<file path="src/rtl/l1i_prefetcher_pkg.sv">
// Shared types for the L1I sequential prefetcher: FSM states, line geometry, line-address helpers.
package l1i_pkg;
  localparam int LINE_BYTES = 32;
  localparam int LINE_BITS  = $clog2(LINE_BYTES);
  localparam int PAGE_BITS  = 12;

  typedef logic [31-LINE_BITS:0] line_t;

  typedef enum logic [1:0] {
    ST_IDLE,
    ST_REQ,
    ST_WRITE
  } pf_state_e;

  function automatic logic [31:0] line_to_addr(input line_t l);
    return {l, {LINE_BITS{1'b0}}};
  endfunction

  function automatic logic [31-PAGE_BITS:0] line_page(input line_t l);
    return l[$bits(line_t)-1 -: 32-PAGE_BITS];
  endfunction
endpackage

</file>
<file path="src/rtl/l1i_prefetcher_if.sv">
// Miss, L2 and L1I-fill signals of the prefetcher; master is the prefetcher, slave its environment.
interface l1i_prefetcher_if;
  logic         miss_valid;
  logic [31:0]  miss_paddr;
  logic         demand_pending;
  logic [31:0]  l2_addr;
  logic         l2_request;
  logic [255:0] l2_data;
  logic         l2_done;
  logic [31:0]  prefetch_addr;
  logic [255:0] prefetch_data;
  logic         prefetch_valid;

  modport master (
    input  miss_valid, miss_paddr, demand_pending, l2_data, l2_done,
    output l2_addr, l2_request, prefetch_addr, prefetch_data, prefetch_valid
  );

  modport slave (
    output miss_valid, miss_paddr, demand_pending, l2_data, l2_done,
    input  l2_addr, l2_request, prefetch_addr, prefetch_data, prefetch_valid
  );
endinterface

</file>
<file path="src/rtl/l1i_prefetcher_pf_queue.sv">
// Candidate FIFO of line addresses with an associative lookup port for duplicate filtering.
module pf_queue
  import l1i_pkg::*;
#(
  parameter int DEPTH = 4
) (
  input  logic  clk,
  input  logic  reset,
  input  logic  push,
  input  line_t push_line,
  input  logic  pop,
  output line_t head_line,
  output logic  full,
  output logic  empty,
  input  line_t lookup_line,
  output logic  lookup_hit
);
  localparam int PW = $clog2(DEPTH);

  line_t [DEPTH-1:0] entry_q, entry_d;
  logic  [DEPTH-1:0] vld_q, vld_d;
  logic  [PW-1:0]    wr_ptr_q, wr_ptr_d, rd_ptr_q, rd_ptr_d;

  // Slots fill contiguously, so the write slot is occupied only when every slot is.
  assign empty     = !vld_q[rd_ptr_q];
  assign full      = vld_q[wr_ptr_q];
  assign head_line = entry_q[rd_ptr_q];

  always_comb begin
    lookup_hit = 1'b0;
    for (int i = 0; i < DEPTH; i++) begin
      if (vld_q[i] && (entry_q[i] == lookup_line)) lookup_hit = 1'b1;
    end
  end

  // Pop is applied before push so a full queue accepts both in one cycle.
  always_comb begin
    entry_d  = entry_q;
    vld_d    = vld_q;
    wr_ptr_d = wr_ptr_q;
    rd_ptr_d = rd_ptr_q;
    if (pop && !empty) begin
      vld_d[rd_ptr_q] = 1'b0;
      rd_ptr_d        = rd_ptr_q + 1'b1;
    end
    if (push && (!full || (pop && !empty))) begin
      entry_d[wr_ptr_q] = push_line;
      vld_d[wr_ptr_q]   = 1'b1;
      wr_ptr_d          = wr_ptr_q + 1'b1;
    end
  end

  always_ff @(posedge clk) begin
    if (reset) begin
      entry_q  <= '0;
      vld_q    <= '0;
      wr_ptr_q <= '0;
      rd_ptr_q <= '0;
    end else begin
      entry_q  <= entry_d;
      vld_q    <= vld_d;
      wr_ptr_q <= wr_ptr_d;
      rd_ptr_q <= rd_ptr_d;
    end
  end
endmodule

</file>
<file path="src/rtl/l1i_prefetcher.sv">
// L1I next-line prefetcher: miss-driven candidate generator, duplicate filter and L2 request FSM.
// Build option L1I_PF_PAGE_CROSS_EN: when defined, candidates may cross a 4KB page boundary.
module l1i_prefetcher
  import l1i_pkg::*;
#(
  parameter int DEGREE = 2,
  parameter int QDEPTH = 4
) (
  input logic              clk,
  input logic              reset,
  l1i_prefetcher_if.master bus
);
  // state  | meaning
  // IDLE   | waiting for a queued candidate while no demand fill is in flight
  // REQ    | l2_request held with stable l2_addr until l2_done
  // WRITE  | prefetch_valid high for one cycle, line written into L1I

`ifdef L1I_PF_PAGE_CROSS_EN
  localparam bit PAGE_CROSS_EN = 1'b1;
`else
  localparam bit PAGE_CROSS_EN = 1'b0;
`endif

  pf_state_e             state_q, state_d;
  line_t                 gen_line_q, gen_line_d;
  logic [31-PAGE_BITS:0] gen_page_q, gen_page_d;
  logic [2:0]            gen_left_q, gen_left_d;
  line_t                 last_line_q, last_line_d;
  logic                  last_vld_q, last_vld_d;
  logic [31:0]           l2_addr_q, l2_addr_d;
  logic                  l2_req_q, l2_req_d;
  logic [31:0]           pf_addr_q, pf_addr_d;
  logic [255:0]          pf_data_q, pf_data_d;
  logic                  pf_valid_q, pf_valid_d;

  logic  q_push, q_pop, q_full, q_empty, q_hit;
  line_t q_head;
  logic  cand_cross, cand_dup;
  logic  unused_low;

  pf_queue #(.DEPTH(QDEPTH)) u_queue (
    .clk         (clk),
    .reset       (reset),
    .push        (q_push),
    .push_line   (gen_line_q),
    .pop         (q_pop),
    .head_line   (q_head),
    .full        (q_full),
    .empty       (q_empty),
    .lookup_line (gen_line_q),
    .lookup_hit  (q_hit)
  );

  assign cand_cross = line_page(gen_line_q) != gen_page_q;
  assign cand_dup   = q_hit || (last_vld_q && (last_line_q == gen_line_q));
  assign unused_low = ^bus.miss_paddr[LINE_BITS-1:0];

  // Generator: gen_left_q counts down the candidates still to offer.
  always_comb begin
    gen_line_d = gen_line_q;
    gen_page_d = gen_page_q;
    gen_left_d = gen_left_q;
    q_push     = 1'b0;
    if (bus.miss_valid) begin
      // A new miss preempts whatever candidate was pending.
      gen_line_d = line_t'(bus.miss_paddr[31:LINE_BITS]) + line_t'(1);
      gen_page_d = bus.miss_paddr[31:PAGE_BITS];
      gen_left_d = 3'(DEGREE);
    end else if (gen_left_q != '0) begin
      if (cand_cross && !PAGE_CROSS_EN) begin
        gen_left_d = '0;
      end else begin
        q_push     = !cand_dup && (!q_full || q_pop);
        gen_line_d = gen_line_q + line_t'(1);
        gen_left_d = gen_left_q - 3'd1;
      end
    end
  end

  always_comb begin
    state_d     = state_q;
    l2_addr_d   = l2_addr_q;
    l2_req_d    = l2_req_q;
    pf_addr_d   = pf_addr_q;
    pf_data_d   = pf_data_q;
    pf_valid_d  = 1'b0;
    last_line_d = last_line_q;
    last_vld_d  = last_vld_q;
    q_pop       = 1'b0;
    case (state_q)
      ST_IDLE: begin
        if (!q_empty && !bus.demand_pending) begin
          q_pop       = 1'b1;
          l2_addr_d   = line_to_addr(q_head);
          l2_req_d    = 1'b1;
          last_line_d = q_head;
          last_vld_d  = 1'b1;
          state_d     = ST_REQ;
        end
      end
      ST_REQ: begin
        if (bus.l2_done) begin
          l2_req_d   = 1'b0;
          pf_addr_d  = l2_addr_q;
          pf_data_d  = bus.l2_data;
          pf_valid_d = 1'b1;
          state_d    = ST_WRITE;
        end
      end
      ST_WRITE: state_d = ST_IDLE;
      default:  state_d = ST_IDLE;
    endcase
  end

  always_ff @(posedge clk) begin
    if (reset) begin
      state_q     <= ST_IDLE;
      gen_line_q  <= '0;
      gen_page_q  <= '0;
      gen_left_q  <= '0;
      last_line_q <= '0;
      last_vld_q  <= 1'b0;
      l2_addr_q   <= '0;
      l2_req_q    <= 1'b0;
      pf_addr_q   <= '0;
      pf_data_q   <= '0;
      pf_valid_q  <= 1'b0;
    end else begin
      state_q     <= state_d;
      gen_line_q  <= gen_line_d;
      gen_page_q  <= gen_page_d;
      gen_left_q  <= gen_left_d;
      last_line_q <= last_line_d;
      last_vld_q  <= last_vld_d;
      l2_addr_q   <= l2_addr_d;
      l2_req_q    <= l2_req_d;
      pf_addr_q   <= pf_addr_d;
      pf_data_q   <= pf_data_d;
      pf_valid_q  <= pf_valid_d;
    end
  end

  assign bus.l2_addr        = l2_addr_q;
  assign bus.l2_request     = l2_req_q;
  assign bus.prefetch_addr  = pf_addr_q;
  assign bus.prefetch_data  = pf_data_q;
  assign bus.prefetch_valid = pf_valid_q;
endmodule

</file>
<file path="src/flat_wrapper.sv">
// flat-port wrapper written by rule: the top's interface ports become plain ports
module l1i_prefetcher_flat import l1i_pkg::*;
#(
  parameter int DEGREE = 2,
  parameter int QDEPTH = 4
)
  (clk, reset, bus_miss_valid, bus_miss_paddr, bus_demand_pending, bus_l2_data, bus_l2_done, bus_l2_addr, bus_l2_request, bus_prefetch_addr, bus_prefetch_data, bus_prefetch_valid);
  l1i_prefetcher_if bus_i ();
  input logic clk;
  input logic reset;
  input wire logic [$bits(bus_i.miss_valid)-1:0] bus_miss_valid;
  input wire logic [$bits(bus_i.miss_paddr)-1:0] bus_miss_paddr;
  input wire logic [$bits(bus_i.demand_pending)-1:0] bus_demand_pending;
  input wire logic [$bits(bus_i.l2_data)-1:0] bus_l2_data;
  input wire logic [$bits(bus_i.l2_done)-1:0] bus_l2_done;
  output wire logic [$bits(bus_i.l2_addr)-1:0] bus_l2_addr;
  output wire logic [$bits(bus_i.l2_request)-1:0] bus_l2_request;
  output wire logic [$bits(bus_i.prefetch_addr)-1:0] bus_prefetch_addr;
  output wire logic [$bits(bus_i.prefetch_data)-1:0] bus_prefetch_data;
  output wire logic [$bits(bus_i.prefetch_valid)-1:0] bus_prefetch_valid;
  assign bus_i.miss_valid = bus_miss_valid;
  assign bus_i.miss_paddr = bus_miss_paddr;
  assign bus_i.demand_pending = bus_demand_pending;
  assign bus_i.l2_data = bus_l2_data;
  assign bus_i.l2_done = bus_l2_done;
  assign bus_l2_addr = bus_i.l2_addr;
  assign bus_l2_request = bus_i.l2_request;
  assign bus_prefetch_addr = bus_i.prefetch_addr;
  assign bus_prefetch_data = bus_i.prefetch_data;
  assign bus_prefetch_valid = bus_i.prefetch_valid;
  l1i_prefetcher #(.DEGREE(DEGREE), .QDEPTH(QDEPTH)) u_core (.clk(clk), .reset(reset), .bus(bus_i));
endmodule
</file>
<file path="config.mk">
export PLATFORM = sky130hd
export DESIGN_NAME = l1i_prefetcher_flat
export DESIGN_NICKNAME = d
export VERILOG_FILES = /design/src/rtl/l1i_prefetcher_pkg.sv /design/src/rtl/l1i_prefetcher_if.sv /design/src/rtl/l1i_prefetcher_pf_queue.sv /design/src/rtl/l1i_prefetcher.sv /design/src/flat_wrapper.sv
export SDC_FILE = /design/constraint.sdc
export NUM_CORES = 1
export LEC_CHECK = 0
export ABC_CLOCK_PERIOD_IN_PS = 5700
export BUFFER_PORTS_ARGS = -buffer_cell sky130_fd_sc_hd__buf_4
export CELL_PAD_IN_SITES_DETAIL_PLACEMENT = 0
export CELL_PAD_IN_SITES_GLOBAL_PLACEMENT = 1
export CORE_AREA = 2 2 241 243
export DETAILED_ROUTE_END_ITERATION = 10
export DIE_AREA = 0 0 243 245
export PLACE_DENSITY_LB_ADDON = 0.1
export SYNTH_ARGS = -nofsm -noshare
export SYNTH_HDL_FRONTEND = slang
export SYNTH_HIERARCHICAL = 1
export SYNTH_SLANG_ARGS = --single-unit
</file>
<file path="constraint.sdc">
create_clock -name clk -period 5.7 [get_ports clk]
set_input_delay 1.14 -clock clk [delete_from_list [all_inputs] [get_ports clk]]
set_output_delay 1.14 -clock clk [all_outputs]
set_load 0.005 [all_outputs]
</file>
==> results of run 1 <==
layout make-up:
class	count	area (um2)	area share
inverter	15	56.3	0.00217
sequential	481	9630	0.371
antenna	1	2.50	0.0000963
clock inverter	10	171	0.00660
tap	765	957	0.0368
multi-input combinational	1265	8850	0.341
timing repair buffer	623	4750	0.183
clock buffer	84	1570	0.0602
state kept, by name, indices dropped and copies added, names as in the netlist:
signal,cells
u_core/u_queue/vld_q,4
u_core/u_queue/rd_ptr_q,2
u_core/u_queue/wr_ptr_q,2
u_core/u_queue/entry_q,108
u_core/gen_line_q,27
u_core/state_q,2
u_core/gen_page_q,20
u_core/bus.prefetch_data,256
u_core/bus.prefetch_addr,27
u_core/bus.prefetch_valid,1
u_core/last_vld_q,1
u_core/gen_left_q,3
u_core/last_line_q,27
u_core/bus.l2_request,1
worst max-delay path, delay by kind of cell, from the launching register on:
family | cells | cell delay (ns)
AOI/OAI and AO/OA | 2 | 0.43
buffers and inverters | 2 | 0.57
DFF | 1 | 0.31
muxes | 1 | 0.45
and+or+nand+nor | 5 | 2.14
cells in the mapped netlist, types with 4 or more instances:
library cell and number:
a211oi_1 10, a21oi_1 165, a22o_1 283, and2_1 11, buf_1 20, buf_2 13, buf_4 19, buf_6 15
clkbuf_1 101, dfxtp_1 481, ha_1 11, inv_1 15, mux2i_1 26, mux4_2 29, nand2_1 304, nand2_2 4
nand3_1 20, nand3b_1 5, nand4_1 37, nand4b_1 4, nor2_1 34, nor3_1 23, nor4_1 21, nor4_2 9
o211a_1 4, o21a_1 6, o21ai_0 11, o31ai_1 4, xnor2_1 108, xor2_1 87
cell families (layout without fill, tap and decap cells):
kind of cell	count (synthesis)	in the layout	synth area share
AOI/OAI and AO/OA	502	502	0.193
and+or+nand+nor	490	490	0.119
DFF	481	481	0.499
xor gates and xnor gates	195	195	0.0884
buffers and inverters	183	732	0.0459
muxes	57	57	0.0485
adders and majority gates	11	11	0.00713
other	1	11	0.000194
worst min-delay path by stage:
stage | from | endpoint | slack (ns) | cells after the start
after global placement | u_core/last_vld_q | u_core/last_vld_q | 0.45 | 2
after global routing | u_core/gen_page_q[19] | u_core/gen_page_q[19] | 0.49 | 2
after CTS | u_core/gen_page_q[19] | u_core/gen_page_q[19] | 0.47 | 2
after detailed placement | u_core/gen_page_q[19] | u_core/gen_page_q[19] | 0.46 | 2
after floorplan | u_core/last_vld_q | u_core/last_vld_q | 0.44 | 2
final | u_core/gen_page_q[19] | u_core/gen_page_q[19] | 0.47 | 2
routing by layer:
| metal | vias to the layer above | share of wire | GRT usage |
|---|---|---|---|
| met4 | 10 | 0.017 | 0.0536 |
| li1 | 7870 | - | - |
| met3 | 96 | 0.069 | 0.0616 |
| met2 | 664 | 0.49 | 0.511 |
| met5 | - | 0.00081 | 0 |
| met1 | 8437 | 0.42 | 0.387 |
power breakdown:
group | switching, mW | total, mW | internal [mW]
Combinational | 0.247 | 0.472 | 0.225
Sequential | 0.0776 | 3.46 | 3.38
Clock | 1.46 | 3.52 | 2.06
Total | 1.79 | 7.46 | 5.67
stage by stage:
| stage | utilization | total power [mW] |
|---|---|---|
| floorplan | - | 3.72 |
| global placement | 0.425 | 3.99 |
| detailed placement | 0.425 | 4.00 |
| CTS | 0.456 | 7.53 |
| global route | 0.456 | 7.70 |
| finish | 0.456 | 7.46 |
cells in the final DEF (no fill, tap or decap), types with 21 or more instances in the layout:
| cell type | n |
|---|---|
| nor4_1 | 21 |
| nand4_1 | 37 |
| buf_4 | 617 |
| xor2_1 | 87 |
| clkbuf_16 | 55 |
| nand2_1 | 304 |
| dfxtp_1 | 480 |
| xnor2_1 | 108 |
| nor3_1 | 23 |
| a21oi_1 | 165 |
| a22o_1 | 283 |
| nor2_1 | 34 |
| mux2i_1 | 26 |
| mux4_2 | 29 |
| clkbuf_1 | 21 |
==> key figures, run 1 <==
Run status
  • Outcome: finished, final reports clean

Yosys
  • Yosys Warn Count: 6
  • Mapped Area: a little under 0.02 mm2
  • Ys flop type: dfxtp_1
  • Cell count after synthesis: 1920
  • Yosys top cell area share: 0.499
  • Post-synth EDFFs: 0
  • Cell variety after synth: 55
  • Area leader, netlist: dfxtp_1
  • Synth area leaders: dfxtp_1 50%, a22o_1 13%, nand2_1 5.9%
  • Synthesized flop and latch total: 481
  • Sequential cell area fraction in the yosys report: 0.499
  • Mean Syn Cell Area: 10.1 um2
  • Ys async rst share: 0

Clocking
  • CTS Root Buffer Type: clkbuf_16
  • Gates resized, CTS repair: 0
  • CTS buffer count: 55
  • TritonCTS clock tree: yes
  • Max clock buf depth: 3
  • Clock Sinks: slightly below 500
  • Post-CTS Hold Buffers: 0
  • Clock latency on the worst-skew pair: 0.63 ns
  • Worst-path clk slew: about 0.06 ns
  • H-tree Lvls: 2
  • Post-CTS setup buffers: 0

Setup path
  • FF-to-FF End: u_core/u_queue/entry_q[38]
  • Worst Path Arrival: roughly 4.6 ns
  • Worst-path cell chain: buf_4 -> mux4_2 -> inv_1 -> or4_1 -> a211oi_1 -> and3_1 -> and2_1 -> nand2_2 -> nand2_1 -> a21oi_1
  • Critical Path End Type: flip-flop
  • Worst R2R Path Depth: 10
  • Crit start category: flip-flop
  • CP max-delay cell: or4_1
  • Critical Path RT: 6.15 ns
  • CP max FO: 31
  • Worst r2r src: u_core/u_queue/rd_ptr_q[0]
  • Crit Path Category: flip-flop to flip-flop
  • Crit path from: u_core/u_queue/rd_ptr_q[0]
  • CP peak stage delay: 0.89 ns
  • FF-to-FF setup slack: 1.58 ns
  • Crit path to: u_core/u_queue/entry_q[38]

Timing
  • Setup violators final: 0
  • Slew @ Worst Pin: 1.19 ns
  • Tmin final: 4.12 ns
  • Final Hold Vio Count: 0
  • Fmax achieved: between 200 and 250 MHz
  • Setup TNS: 0 ns
  • Fin worst setup slack: 1.58 ns
  • Worst hold slack: 0.472 ns
  • Final period utilization: 0.722
  • RSZ-0062 raised after global routing: no
  • Slew headroom: 0.208
  • Max-slew violations: 0
  • Skew final: 0.0191 ns

GRT
  • Largest net degree at the start of global routing: 106
  • First-pass GRT wire length: 127000 um
  • Tot GR Track Use: 0.297
  • Number of global-route vias before repair: 16297
  • Total grt overflow: 0
  • Antenna violations before repair: 18

Floorplan
  • Starting Density: 0.339
  • Rows: 88
  • DIE AREA: 0.0595 mm2
  • Die H: 245 um
  • Num ports: 615
  • Core area: 0.0570 mm2
  • Die width: approximately 240 um

Detailed routing
  • Final WL: 91800 um
  • First-pass DRT Iterations: 5
  • DRC violations left: 0
  • Initial drt markers: 1408
  • Post-route ant nets: 0
  • Drt wl/cell: about 28 um
  • DR vias/cell: ~5.3
  • Vias post-DR: 17077

Placement
  • Final RePlAce weighted congestion: 1.05
  • PortBufs: 599
  • DP Area: 0.0242 mm2
  • Pre-CTS setup slack: 1.51 ns
  • Hpwl dp: 69200 um
  • Placed cell count: 3149

Cells and area
  • Layout Cells excl Fill: between 3000 and 4000
  • Final #Nets: 2745
  • # fillers: 5481
  • Final instance area: 0.0260 mm2
  • Area Overhead vs Synth: 34.5%
  • Layout cell share with drive strength beyond 1: 0.304

Pwr
  • Pwr/cell area: between 200 and 300 mW/mm2
  • Maximum VDD drop: 218 uV
  • Pleak: 10.8 nW

Run
  • Max Cap Viol: 0

Hold path
  • Hold crit path type: flip-flop to flip-flop
(Power assumes the default switching activity.)
==> run 2: changes to the inputs <==
--- a/config.mk
+++ b/config.mk
@@ -5,13 +5,13 @@
 export SDC_FILE = /design/constraint.sdc
 export NUM_CORES = 1
 export LEC_CHECK = 0
-export ABC_CLOCK_PERIOD_IN_PS = 5700
+export ABC_CLOCK_PERIOD_IN_PS = 4100
 export BUFFER_PORTS_ARGS = -buffer_cell sky130_fd_sc_hd__buf_4
 export CELL_PAD_IN_SITES_DETAIL_PLACEMENT = 0
 export CELL_PAD_IN_SITES_GLOBAL_PLACEMENT = 1
-export CORE_AREA = 2 2 241 243
+export CORE_AREA = 2 2 243 245
 export DETAILED_ROUTE_END_ITERATION = 10
-export DIE_AREA = 0 0 243 245
+export DIE_AREA = 0 0 245 247
 export PLACE_DENSITY_LB_ADDON = 0.1
 export SYNTH_ARGS = -nofsm -noshare
 export SYNTH_HDL_FRONTEND = slang
==> constraint.sdc (replaced) <==
create_clock -name clk -period 4.1 [get_ports clk]
set_input_delay 0.82 -clock clk [delete_from_list [all_inputs] [get_ports clk]]
set_output_delay 0.82 -clock clk [all_outputs]
set_load 0.005 [all_outputs]
==> run 2 against run 1 <==
Against the previous run:
- non-clock buffer count increased by 43
- global-route usage is 0.75 points lower
- highest routed layer unchanged
- largest power group unchanged
- cell area rose by 2.0%
==> key figures, run 2 (synthesis results as in run 1) <==
Run
  • Max Cap Viol: 0

Detailed routing
  • First-pass DRT Iterations: 5
  • Initial drt markers: 1276
  • Post-route ant nets: 0
  • Drt wl/cell: 27.5 um
  • DRC violations left: 0
  • Vias post-DR: approximately 17000
  • DR vias/cell: 5.21
  • Final WL: roughly 91000 um

Timing
  • Max-slew violations: 0
  • Setup TNS: 0 ns
  • Skew final: 0.0233 ns
  • Slew @ Worst Pin: 1.22 ns
  • Setup violators final: 0
  • Slew headroom: 0.184
  • Tmin final: 3.34 ns
  • Final period utilization: 0.815
  • Fmax achieved: 299 MHz
  • Final Hold Vio Count: 0
  • RSZ-0062 raised after global routing: no
  • Worst hold slack: around 0.41 ns

Placement
  • PortBufs: roughly 600
  • Final RePlAce weighted congestion: 0.987
  • Hpwl dp: 68600 um

Clocking
  • H-tree Lvls: 2
  • TritonCTS clock tree: yes
  • Max clock buf depth: 3
  • Gates resized, CTS repair: 0
  • Worst-path clk slew: 0.06 ns
  • CTS Root Buffer Type: clkbuf_16
  • Clock Sinks: 481
  • Post-CTS setup buffers: 0
  • Post-CTS Hold Buffers: 0
  • Clock latency on the worst-skew pair: around 0.62 ns
  • CTS buffer count: 55

Floorplan
  • Num ports: slightly above 600
  • Core area: 0.0582 mm2
  • Die width: ~250 um
  • Die H: 247 um
  • DIE AREA: a little over 0.06 mm2
  • Rows: 89
  • Starting Density: 0.332

Pwr
  • Clock share of power: 0.485
  • Pleak: approximately 11 nW
  • Maximum VDD drop: 300 uV
  • Power Total: 10.7 mW
  • Sw Pwr: approximately 2.5 mW
  • Flop pwr share: 0.447
  • Internal cell power: 8.15 mW
  • Comb pwr share: 0.068
  • Pwr/cell area: 403 mW/mm2
  • Sw Share: 0.237

Run status
  • Outcome: finished, final reports clean

GRT
  • Number of global-route vias before repair: 16443
  • First-pass GRT wire length: roughly 130000 um
  • Antenna violations before repair: 22
  • Largest net degree at the start of global routing: 103
  • Tot GR Track Use: 0.289
  • Total grt overflow: 0

Cells and area
  • Commonest cells after routing, fill and taps aside: 657 x buf_4, 480 x dfxtp_1, 304 x nand2_1, 283 x a22o_1, 165 x a21oi_1
  • # fillers: around 5600
  • Layout cell share with drive strength beyond 1: 0.321
  • Commonest non-fill, non-tap cell in the layout: buf_4
  • Largest register FFs: around 260
  • Final #Nets: 2788
  • Area Overhead vs Synth: 37.3%

Setup path
  • Crit Path Category: flip-flop to flip-flop
  • CP Buf/Inv Count: 1
  • Crit path max-delay family: simple AND/OR/NAND/NOR gates
  • Crit start category: flip-flop
  • CP max-delay cell: dfxtp_1
  • WP depth: 12
  • Critical Path End Type: flip-flop
  • CP peak stage delay: 0.77 ns
  • Worst Path Arrival: ~3.8 ns
  • Worst R2R Path Depth: 12
  • Critical Path RT: 4.54 ns
  • Cell mode on critical path: nand4_1
  • CP max FO: 27
  • FF-to-FF setup slack: 0.76 ns
  • Worst-path cell chain: xnor2_1 -> nand4_1 -> nor4_1 -> nand4_1 -> nand4_1 -> a211oi_1 -> and3_1 -> and2_1 -> and2_1 -> buf_4 -> nand2_1 -> a21oi_1

Hold path
  • Hold crit path type: primary input to flip-flop
  • WHS Path Cells: 2
run 2: changes by cell type in the layout (fill, tap and decap cells not counted), moves of 2 or more:
cell | before | now
clkbuf_8 | 8 | 15
clkinv_2 | 3 | 8
buf_4 | 617 | 657
diode_2 | 1 | 6
clkbuf_1 | 21 | 13
buf_12 | 6 | 8
bufinv_16 | 4 | 6
clkinv_8 | 0 | 2
run 2: power groups by stage:
stage	combinational, mW	clock [mW]	sequential [mW]
floorplan	0.309	0	4.86
global placement	0.712	0	4.88
detailed placement	0.713	0	4.88
CTS	0.718	5.28	4.78
global route	0.770	5.48	4.78
finish	0.727	5.18	4.78
run 2: cell type report:
cell class / instances / area, um2 / share of cell area
Timing Repair Buffer: 666 / 5100 / 0.192
Inverter: 15 / 56.3 / 0.00212
Clock inverter: 17 / 262 / 0.00986
Clock buffer: 83 / 1630 / 0.0615
Multi-Input combinational cell: 1265 / 8850 / 0.334
Sequential cell: 481 / 9630 / 0.363
Tap cell: 773 / 967 / 0.0365
Antenna cell: 6 / 15.0 / 0.000566
run 2: per-stage QoR:
stage	area (um2)	std cells	setup WS (ns)	util
final	26500	3306	0.759	0.455
after floorplan	19300	1929	0.331	-
after global placement	24600	3200	0.767	0.423
after global routing	26500	3301	0.635	0.455
after detailed placement	24600	3200	0.717	0.423
after CTS	26500	3300	0.827	0.455
run 2: routing by layer:
metal | track usage | routed length [um]
met1 | 0.375 | 37900
met2 | 0.496 | 45200
met3 | 0.0479 | 5670
met4 | 0.0786 | 2220
met5 | 0 | 18
run 2: worst paths after layout:
path,end,start
worst max-delay path,u_core/u_queue/entry_q[13],u_core/gen_line_q[3]
worst min-delay path,u_core/bus.prefetch_data[103],bus_l2_data[103]
worst max register to register,u_core/u_queue/entry_q[13],u_core/gen_line_q[3]
worst min register to register,u_core/bus.l2_request,u_core/bus.l2_request
